### src/rtl/grant_route_demux.sv
// Fans one TileLink Grant stream out to 4 client ports through a single registered stage,
// locking the route for the whole of a multibeat Grant. Optional checker: GRANT_ROUTE_CHECK_EN.
module grant_route_demux #(
    parameter int N_BEATS = 8,
    parameter int DATA_W  = 64
) (
    input  logic              clk,
    input  logic              reset,

    input  logic              io_in_valid,
    output logic              io_in_ready,
    input  logic [1:0]        io_in_bits_client_id,
    input  logic [2:0]        io_in_bits_addr_beat,
    input  logic [1:0]        io_in_bits_client_xact_id,
    input  logic              io_in_bits_manager_xact_id,
    input  logic              io_in_bits_is_builtin_type,
    input  logic [3:0]        io_in_bits_g_type,
    input  logic [DATA_W-1:0] io_in_bits_data,

    output logic              io_out_0_valid,
    input  logic              io_out_0_ready,
    output logic              io_out_1_valid,
    input  logic              io_out_1_ready,
    output logic              io_out_2_valid,
    input  logic              io_out_2_ready,
    output logic              io_out_3_valid,
    input  logic              io_out_3_ready,

    output logic [2:0]        io_out_bits_addr_beat,
    output logic [1:0]        io_out_bits_client_xact_id,
    output logic              io_out_bits_manager_xact_id,
    output logic              io_out_bits_is_builtin_type,
    output logic [3:0]        io_out_bits_g_type,
    output logic [DATA_W-1:0] io_out_bits_data,

    output logic [1:0]        io_route,
    output logic              io_locked
`ifdef GRANT_ROUTE_CHECK_EN
    ,
    output logic              io_err
`endif
);

    localparam int CNT_W = $clog2(N_BEATS);

    // Handshake contract: a beat moves on any port when its valid and ready are both high at
    // the rising clock edge; valid and payload are held stable until that happens.
    logic              r_q_valid;
    logic [1:0]        r_q_dest;
    logic [2:0]        r_q_addr_beat;
    logic [1:0]        r_q_client_xact_id;
    logic              r_q_manager_xact_id;
    logic              r_q_is_builtin_type;
    logic [3:0]        r_q_g_type;
    logic [DATA_W-1:0] r_q_data;
    logic [CNT_W-1:0]  r_beat_cnt;
    logic [1:0]        r_lock_dest;

    logic              w_mb;
    logic              w_locked;
    logic [1:0]        w_dest;
    logic              w_sel_ready;
    logic              w_out_fire;
    logic              w_in_ready;
    logic              w_in_fire;
    logic              w_count;

    assign w_mb     = io_in_bits_is_builtin_type ? (io_in_bits_g_type == 4'h5)
                                                 : (io_in_bits_g_type == 4'h0);
    assign w_locked = (r_beat_cnt != '0);
    assign w_dest   = w_locked ? r_lock_dest : io_in_bits_client_id;

    always_comb begin
        w_sel_ready = 1'b0;
        case (r_q_dest)
            2'd0:    w_sel_ready = io_out_0_ready;
            2'd1:    w_sel_ready = io_out_1_ready;
            2'd2:    w_sel_ready = io_out_2_ready;
            default: w_sel_ready = io_out_3_ready;
        endcase
    end

    assign w_out_fire = r_q_valid & w_sel_ready;
    assign w_in_ready = ~r_q_valid | w_out_fire;
    assign w_in_fire  = io_in_valid & w_in_ready;
    // A beat arriving while locked is always a burst beat, even if its type says otherwise.
    assign w_count    = w_in_fire & (w_mb | w_locked);

    always_ff @(posedge clk or negedge reset) begin
        if (!reset) begin
            r_q_valid           <= 1'b0;
            r_q_dest            <= 2'd0;
            r_q_addr_beat       <= 3'd0;
            r_q_client_xact_id  <= 2'd0;
            r_q_manager_xact_id <= 1'b0;
            r_q_is_builtin_type <= 1'b0;
            r_q_g_type          <= 4'd0;
            r_q_data            <= '0;
        end else if (w_in_fire) begin
            r_q_valid           <= 1'b1;
            r_q_dest            <= w_dest;
            r_q_addr_beat       <= io_in_bits_addr_beat;
            r_q_client_xact_id  <= io_in_bits_client_xact_id;
            r_q_manager_xact_id <= io_in_bits_manager_xact_id;
            r_q_is_builtin_type <= io_in_bits_is_builtin_type;
            r_q_g_type          <= io_in_bits_g_type;
            r_q_data            <= io_in_bits_data;
        end else if (w_out_fire) begin
            r_q_valid <= 1'b0;
        end
    end

    always_ff @(posedge clk or negedge reset) begin
        if (!reset) begin
            r_beat_cnt  <= '0;
            r_lock_dest <= 2'd0;
        end else if (w_count) begin
            r_beat_cnt <= r_beat_cnt + {{(CNT_W-1){1'b0}}, 1'b1};
            if (!w_locked) begin
                r_lock_dest <= io_in_bits_client_id;
            end
        end
    end

`ifdef GRANT_ROUTE_CHECK_EN
    logic       r_err;
    logic [2:0] w_cnt_ext;
    logic       w_err_hit;

    assign w_cnt_ext = 3'(r_beat_cnt);
    assign w_err_hit = (w_locked && (io_in_bits_client_id != r_lock_dest)) ||
                       (w_mb && (io_in_bits_addr_beat != w_cnt_ext));

    always_ff @(posedge clk or negedge reset) begin
        if (!reset) begin
            r_err <= 1'b0;
        end else if (w_in_fire && w_err_hit) begin
            r_err <= 1'b1;
        end
    end

    assign io_err = r_err;
`endif

    assign io_in_ready = w_in_ready;

    assign io_out_0_valid = r_q_valid & (r_q_dest == 2'd0);
    assign io_out_1_valid = r_q_valid & (r_q_dest == 2'd1);
    assign io_out_2_valid = r_q_valid & (r_q_dest == 2'd2);
    assign io_out_3_valid = r_q_valid & (r_q_dest == 2'd3);

    assign io_out_bits_addr_beat       = r_q_addr_beat;
    assign io_out_bits_client_xact_id  = r_q_client_xact_id;
    assign io_out_bits_manager_xact_id = r_q_manager_xact_id;
    assign io_out_bits_is_builtin_type = r_q_is_builtin_type;
    assign io_out_bits_g_type          = r_q_g_type;
    assign io_out_bits_data            = r_q_data;

    assign io_route  = r_q_dest;
    assign io_locked = w_locked;

endmodule
### config.mk
export PLATFORM = sky130hd
export DESIGN_NAME = grant_route_demux
export DESIGN_NICKNAME = d
export VERILOG_FILES = /design/src/rtl/grant_route_demux.sv
export SDC_FILE = /design/constraint.sdc
export NUM_CORES = 1
export LEC_CHECK = 0
export ABC_AREA = 1
export CAP_MARGIN = 30
export CORE_MARGIN = 2
export CORE_UTILIZATION = 32
export DETAILED_ROUTE_END_ITERATION = 10
export PLACE_DENSITY = 0.69
export SLEW_MARGIN = 5
export SYNTH_ARGS = -nofsm -noshare
export SYNTH_HDL_FRONTEND = slang
export SYNTH_SLANG_ARGS = --single-unit
### constraint.sdc
create_clock -name clk -period 2.9 [get_ports clk]
set_clock_uncertainty 0.2 [all_clocks]
set_input_delay 0.435 -clock clk [delete_from_list [all_inputs] [get_ports clk]]
set_output_delay 0.435 -clock clk [all_outputs]
set_load 0.005 [all_outputs]
* After elaboration in Yosys (flattened, before gate mapping)
Cells that the tools add are included.
** Word-level totals
- Register bits :: 83
- Bits of input ports :: 84
- Output and inout bits :: 83
- Word-level logic and storage cells :: 34
** Cells by class
- $add $sub $neg :: 1
- Eq/ne operators :: 4
- Multiplexer cells :: 5
- Bitwise gates (word level) :: 10
- Reductions and logical operators :: 4
** Operators by type and width (count)
- 1-bit AND :: 7
- 2-bit == test (second input constant) :: 2
- 4-bit by 3-bit == test with 1-bit output (second input constant) :: 1
- 4-bit zero test :: 1
- 3-bit by 1-bit adder with 3-bit output (second input constant) :: 1
- 1-bit 2-to-1 mux :: 3
- 1-bit one-hot mux with 3 select lines :: 1
- 3-bit nonzero test :: 1
- 2-bit by 1-bit == test with 1-bit output (second input constant) :: 1
- 2-bit zero test :: 1
- 2-bit 2-to-1 mux :: 1
- 1-bit bitwise OR :: 2
- 2-bit nonzero test :: 1
- 1-bit NOT :: 1

* Depth between registers and ports, before layout
Gate-level depths: netlist (run 1).
- Depth in word-level cells :: 6
- Mapped depth :: 10
- Depth with buffers taken out :: 8

* Least setup slack after synthesis (run 1)
Ideal clock, no wire load.
- Path type :: register -> output
- From :: register r_q_dest[0], in the netlist io_route[0]
- To :: output io_in_ready
- Data arrival time :: 1059 ps
- Data required time :: 2265 ps
- Setup slack :: 1206 ps
- Cell stages (with the launch flop) :: 7
- Buffers on the path :: 1
- Cells stage by stage :: dfrtp_1 > inv_1 > nand3_1 > nand2_1 > nor2_2 > nor2_4 > buf_2
** Between the ends
- Word-level cells in the longest chain between the ends :: 4
- Elaborated cells on any way between the ends :: 6
- Those cells by class :: eq/ne: 2; mux: 1; bitwise: 2; reduce/logical: 1
** Ends and longest elaborated chain
- start, declared :: RTL line 49 : logic [1:0] r_q_dest;
- start signal, assigned :: RTL line 101 : r_q_dest <= w_dest;
- 2-bit == test, or another cell as far along :: RTL line 75 : case (r_q_dest)
- 1-bit one-hot mux with 3 select lines * :: RTL line 75
- 1-bit AND * :: RTL line 83 : assign w_out_fire = r_q_valid & w_sel_ready;
- 1-bit bitwise OR * :: RTL line 84 : assign w_in_ready = ~r_q_valid | w_out_fire;
- end, declared :: RTL line 11 : output logic io_in_ready,
Every way passes the cells marked *; elsewhere a longest branch is shown, timed or not.

* Worst setup path in the final report (run 1)
- From :: register r_q_dest[1], in the netlist io_route[1]
- To :: output io_in_ready
Same word-level chain as after synthesis.

==> results.cfg, run 1 <==
[outcome]
outcome = finished, final reports clean

[synthesis]
seq_area_frac_synth_pct = 60.06
avgSynthCellArea_um2 = 8.755
yosysWarnings = 0
synth_cells = 395
synth_top_area_share_pct = 60.06
synth.area.top_cells = dfrtp_1 (60%), nand2_1 (19%), nand3_1 (12%)
yosys.area.top_type = dfrtp_1
ys_ff_latch = 83
synth.distinct_cells = 19
synth_area_mm2 = 0.003458
synth_nets = 481

[timing]
period_share_pct = 84.68
worst-slew-pin-transition_ps = 502.9
setup_viol_count_final = 0
relSlewSlack_pct = 66.47
tns_ps = 0
finalHoldViolCount = 0
fin_ws_ps = 444.2
fmax_mhz = 407.2
rsz0062_at_grt = no
fin_crit_ps = 2456
drv_slew = 0

[power_and_ir_drop]
powerDensity_mw_per_mm2 = 1020
power_uw = 5576
power_leakage_uw = 0.002635
ir_drop_mv = 0.9072

[clock_tree]
postCtsSetupRepairBufs = 0
cts_root_buffer = clkbuf_8
clk_pin_slew_ps = 80
cts_tree = yes
clock-sinks = 83
clock_latency_ps = 340
cts_max_level = 3
ctsHoldBuffers = 1
cts_inserted_buffers = 9
clockBufferDepth = 2
cts_resized = 0

[die]
die_w_um = 108.0
core-area_mm2 = 0.01042
start_util_pct = 33.20
die_area_mm2 = 0.01165
die_y_um = 108.0
io-pin-count = 167
placementRows = 37

[global_routing]
grt_pass1_wl_um = 15560
grt_pass1_vias = 3186
grt_usage_pct = 16.82
grt_max_degree = 86
antenna_found_initial = 0
grt_remaining_overflow = 0

[critical_path]
max_stage_delay_ps = 510
critPathSlowestCell = clkdlybuf4s50_1
cp_cell_sequence = inv_1 > nand3_1 > nand2_1 > nor2_2 > nor2_4 > clkdlybuf4s50_1
critPathRequiredTime_ps = 2270
start_kind = register
r2r_cells = 10
cp-end-kind = primary output
cp.depth = 6
cp.arrival_ps = 1820
crit_buf_inv = 2
crit_family = buffers and inverters
critPathMaxFanout = 8
critical_path_class = register to primary output

[worst_hold_path]
min_path_type = register to register
hold_depth = 2

[placement]
hpwl_um = 6664
portBuffers = 166
gp_congestion = 0.7757
pre_cts_ws_ps = 449.9

[drt]
drt_iter0_markers = 165
postRouteWirelength_um = 9581
ant_nets = 0
wire_per_inst_um = 13.83
vias = 3234
firstDrtPassIters = 4
via_per_inst = 4.667
drc = 0

[run]
maxCapViolCount = 0

[layout]
final_util_pct = 52.47
num_antenna_cells = 0
layout.nets = 638
area_delta_synth_final_pct = 58.03
drive_above_1_share_pct = 4.668
-- cell usage after synthesis --
library cell  instances
buf_6                 3
o21bai_1              1
xor2_1                1
buf_1                 1
ha_1                  2
dfrtp_1              83
nor2_2                1
nand4_1               5
inv_1                 6
nor3_2                1
a21oi_1               1
nand2_4               1
nand3_1              83
nand2_1             176
clkbuf_1              9
nor3_1                3
nor2_4                1
nor2_1                4
buf_2                13
-- path summary, 6_finish.rpt --
kind	startpoint	slack [ps]	end
max	io_route[1]	440	io_in_ready
min	io_out_bits_data[13]	270	io_out_bits_data[13]
max reg2reg	io_route[1]	670	io_route[0]
min reg2reg	io_out_bits_data[13]	270	io_out_bits_data[13]
max in group asynchronous	reset	1510	io_out_bits_addr_beat[0]
min in group asynchronous	reset	390	io_out_bits_data[36]
-- sequential cells by signal (all words and copies together) (netlist names) --
name / flops
io_out_bits_data: 64
io_out_bits_g_type: 4
io_out_bits_addr_beat: 3
r_beat_cnt: 3
io_out_bits_client_xact_id: 2
io_route: 2
r_lock_dest: 2
io_out_bits_is_builtin_type: 1
io_out_bits_manager_xact_id: 1
r_q_valid: 1
-- metrics by stage --
stage | area [um^2] | instances | hold slack (ps)
floorplan | 3458 | 395 | -60.59
global placement | 5201 | 675 | 253.1
detailed placement | 5229 | 676 | 233.5
CTS | 5465 | 693 | 278.4
global route | 5465 | 693 | 299.9
finish | 5465 | 693 | 272.1
-- final cells by class --
cell class	count	area, um^2
multi-input combinational	280	1222
sequential	83	2077
inverter	6	22.52
tap	136	170.2
fill	981	4951
timing repair buffer	172	1747
clock inverter	5	85.08
clock buffer	11	141.4
-- metal layers --
| metal | vias to the layer above | share of wire [%] | global-route usage [%] |
|---|---|---|---|
| met5 | - | 0 | 0 |
| met1 | 1537 | 44 | 21.72 |
| met3 | 7 | 6.0 | 3.978 |
| met4 | 0 | 1.0 | 4.579 |
| li1 | 1579 | - | - |
| met2 | 111 | 49 | 28.39 |
-- layout by cell type (no fill, tap or decap), drive strengths merged --
cell / Yosys / routed
dlygate4sd3: 0 / 1
xor2: 1 / 1
a21oi: 1 / 1
buf: 17 / 7
nand4: 5 / 5
nand2: 177 / 177
clkinvlp: 0 / 1
clkbuf: 9 / 11
inv: 6 / 7
nor3: 4 / 4
o21bai: 1 / 1
nand3: 83 / 83
bufinv: 0 / 2
ha: 2 / 2
dfrtp: 83 / 83
clkdlybuf4s50: 0 / 164
clkinv: 0 / 1
nor2: 6 / 6
-- worst register-to-register path: stages, from the launching register on --
cell     delay [ps]
dfrtp_1         490
inv_1           130
nand3_1         100
nand2_1          70
nor2_2          160
nor2_4           60
buf_12          220
nand2_4         130
buf_4           400
nand2_1         130
nand2_1          80
-- report_power, final --
group / internal, uW / switching, uW / total [uW] / leakage [uW]
logic: 1410 / 1180 / 2590 / 0.00150
registers: 1710 / 341 / 2050 / 0.00102
clock network: 514 / 418 / 932 / 0.000110
-- kinds of logic (layout without fill, tap and decap cells) --
family,after synthesis,count (layout),share of synthesized area [%]
XOR/XNOR,1,1,0.2533
adder cells (fa/ha/maj),2,2,0.7235
flip-flops,83,83,60.06
AND/OR/NAND/NOR,275,275,34.01
buffers and inverters,32,194,4.594
AO/OA/AOI/OAI,2,2,0.3617
Power figures use the tool's default switching activity.
==> inputs of run 2 (changes only) <==
- clock period: 2.9 -> 2.4 ns (I/O delays scaled with it)
==> results.cfg, run 2 (same netlist as run 1, synthesis figures left out) <==
[die]
die_w_um = 108.0
die_area_mm2 = 0.01165
die_y_um = 108.0
core-area_mm2 = 0.01042
placementRows = 37
start_util_pct = 33.20
io-pin-count = 167

[run]
maxCapViolCount = 0

[layout]
fill_cells = 999
area_delta_synth_final_pct = 57.56
drive_above_1_share_pct = 6.228
layout_commonest_cell = nand2_1
multiInputGateArea_mm2 = 0.001222
sequential_cell_area_mm2 = 0.002079
layout.cells.non_filler = 698
largest_reg_flops = 64
layout.nets = 643
num_antenna_cells = 0
final_cell_mix = nand2_1 (176), clkdlybuf4s50_1 (163), nand3_1 (83)

[power_and_ir_drop]
power_leakage_uw = 0.002635
ir_drop_mv = 0.7080
powerDensity_mw_per_mm2 = 1204

[critical_path]
critical_path_class = register to primary output
r2r-end = io_out_bits_data[4]
max_stage_delay_ps = 550
worstReg2RegStart = io_route[0]
cp.arrival_ps = 1700
critPathRequiredTime_ps = 1840
cp-end-kind = primary output
start_kind = register
critPathSlowestCell = clkdlybuf4s50_1
rrSetupSlack_ps = 380
r2r_cells = 10
critPathMaxFanout = 4
cp_cell_sequence = inv_1 > ha_1 > nand2_1 > clkdlybuf4s50_1

[worst_hold_path]
hp-start = io_out_bits_data[38]
hold_depth = 2
min_path_type = register to register
holdPathEnd = io_out_bits_data[38]

[global_routing]
grt_usage_pct = 16.52
grt_remaining_overflow = 0
grt_max_degree = 59
antenna_found_initial = 0
grt_pass1_vias = 3203
grt_pass1_wl_um = 15410

[drt]
firstDrtPassIters = 4
ant_nets = 0
postRouteWirelength_um = 9413
drt_iter0_markers = 184
vias = 3247
wire_per_inst_um = 13.49
via_per_inst = 4.652
drc = 0

[placement]
placedCellCount = 680
portBuffers = 166
gp_congestion = 0.7769
pre_cts_ws_ps = 105.2
hpwl_um = 6676

[timing]
finalHoldViolCount = 0
period_share_pct = 94.00
fin_ws_ps = 144.1
relSlewSlack_pct = 58.69
drv_slew = 0
worst-slew-pin-transition_ps = 619.7
setup_viol_count_final = 0
rsz0062_at_grt = no
fmax_mhz = 443.3
fin_crit_ps = 2256
tns_ps = 0

[clock_tree]
clock-sinks = 83
cts_max_level = 3
cts_tree = yes
clockBufferDepth = 2
cts_inserted_buffers = 9
clk_pin_slew_ps = 80
clock_latency_ps = 340
cts_root_buffer = clkbuf_8

[outcome]
outcome = finished, final reports clean
==> run 2: cell types whose count changed in the layout (fill, tap and decap cells not counted), moves of 2 or more <==
cell / change
dfrtp_1: -2
buf_4: +5
dfrtp_2: +2
bufinv_16: -2
inv_6: +2
clkinv_2: +2
==> run 2: worst max path at each step <==
| stage | end | startpoint | slack [ps] | cells after the start |
|---|---|---|---|---|
| 6_report | io_locked | r_beat_cnt[0] | 140 | 4 |
| 5_1_grt | io_locked | r_beat_cnt[0] | 70 | 4 |
| 4_1_cts | io_in_ready | io_route[0] | 20 | 6 |
| 3_3_place_gp | io_out_bits_data[19] | io_out_2_ready | 160 | 10 |
| 2_1_floorplan | io_in_ready | io_route[0] | 780 | 6 |
| 3_5_place_dp | io_out_bits_data[16] | io_out_2_ready | 110 | 9 |
==> run 2: stage by stage <==
step	total power (uW)	utilization [%]	area, um^2	hold WS (ps)
after floorplan	3831	-	3458	-135.6
after global placement	5654	50.41	5251	218.9
after detailed placement	5734	50.41	5251	225.9
after CTS	6671	52.19	5436	279.8
after global routing	7123	52.31	5449	297.5
final	6562	52.31	5449	273.0
==> run 2: routing by layer <==
layer / vias to the layer above / global-route usage (%) / routed length [um]
li1: 1591 / - / -
met1: 1524 / 22.28 / 4247
met2: 114 / 25.97 / 4308
met3: 18 / 3.858 / 666
met4: 0 / 6.227 / 190
met5: - / 0 / 0
==> run 2: what timing repair did <==
item	in CTS	in global routing
setup endpoints to repair	0	1
hold buffers	1	0
resized for setup	0	4
endpoints found under the hold margin	47	0
buffers inserted	0	1
==> run 2: report_power, final <==
part / total [uW] / leakage [uW] / internal (uW) / switching, uW
logic: 3190 / 0.00153 / 1760 / 1430
clock network: 899 / 0.0000864 / 383 / 516
registers: 2470 / 0.00102 / 2070 / 401
==> run 2: cell type report <==
class,instances,area share [%]
clock inverter,7,0.9414
timing repair buffer,177,32.65
multi-input combinational,280,22.43
clock buffer,9,2.273
inverter,6,0.4133
sequential,83,38.16
tap,136,3.123
==> run 2: critical path, delay by kind of cell, from the launching register on <==
family                   cells  cell delay (ps)
buffers and inverters        2              620
flip-flops                   1              380
adder cells (fa/ha/maj)      1              220
AND/OR/NAND/NOR              1              130
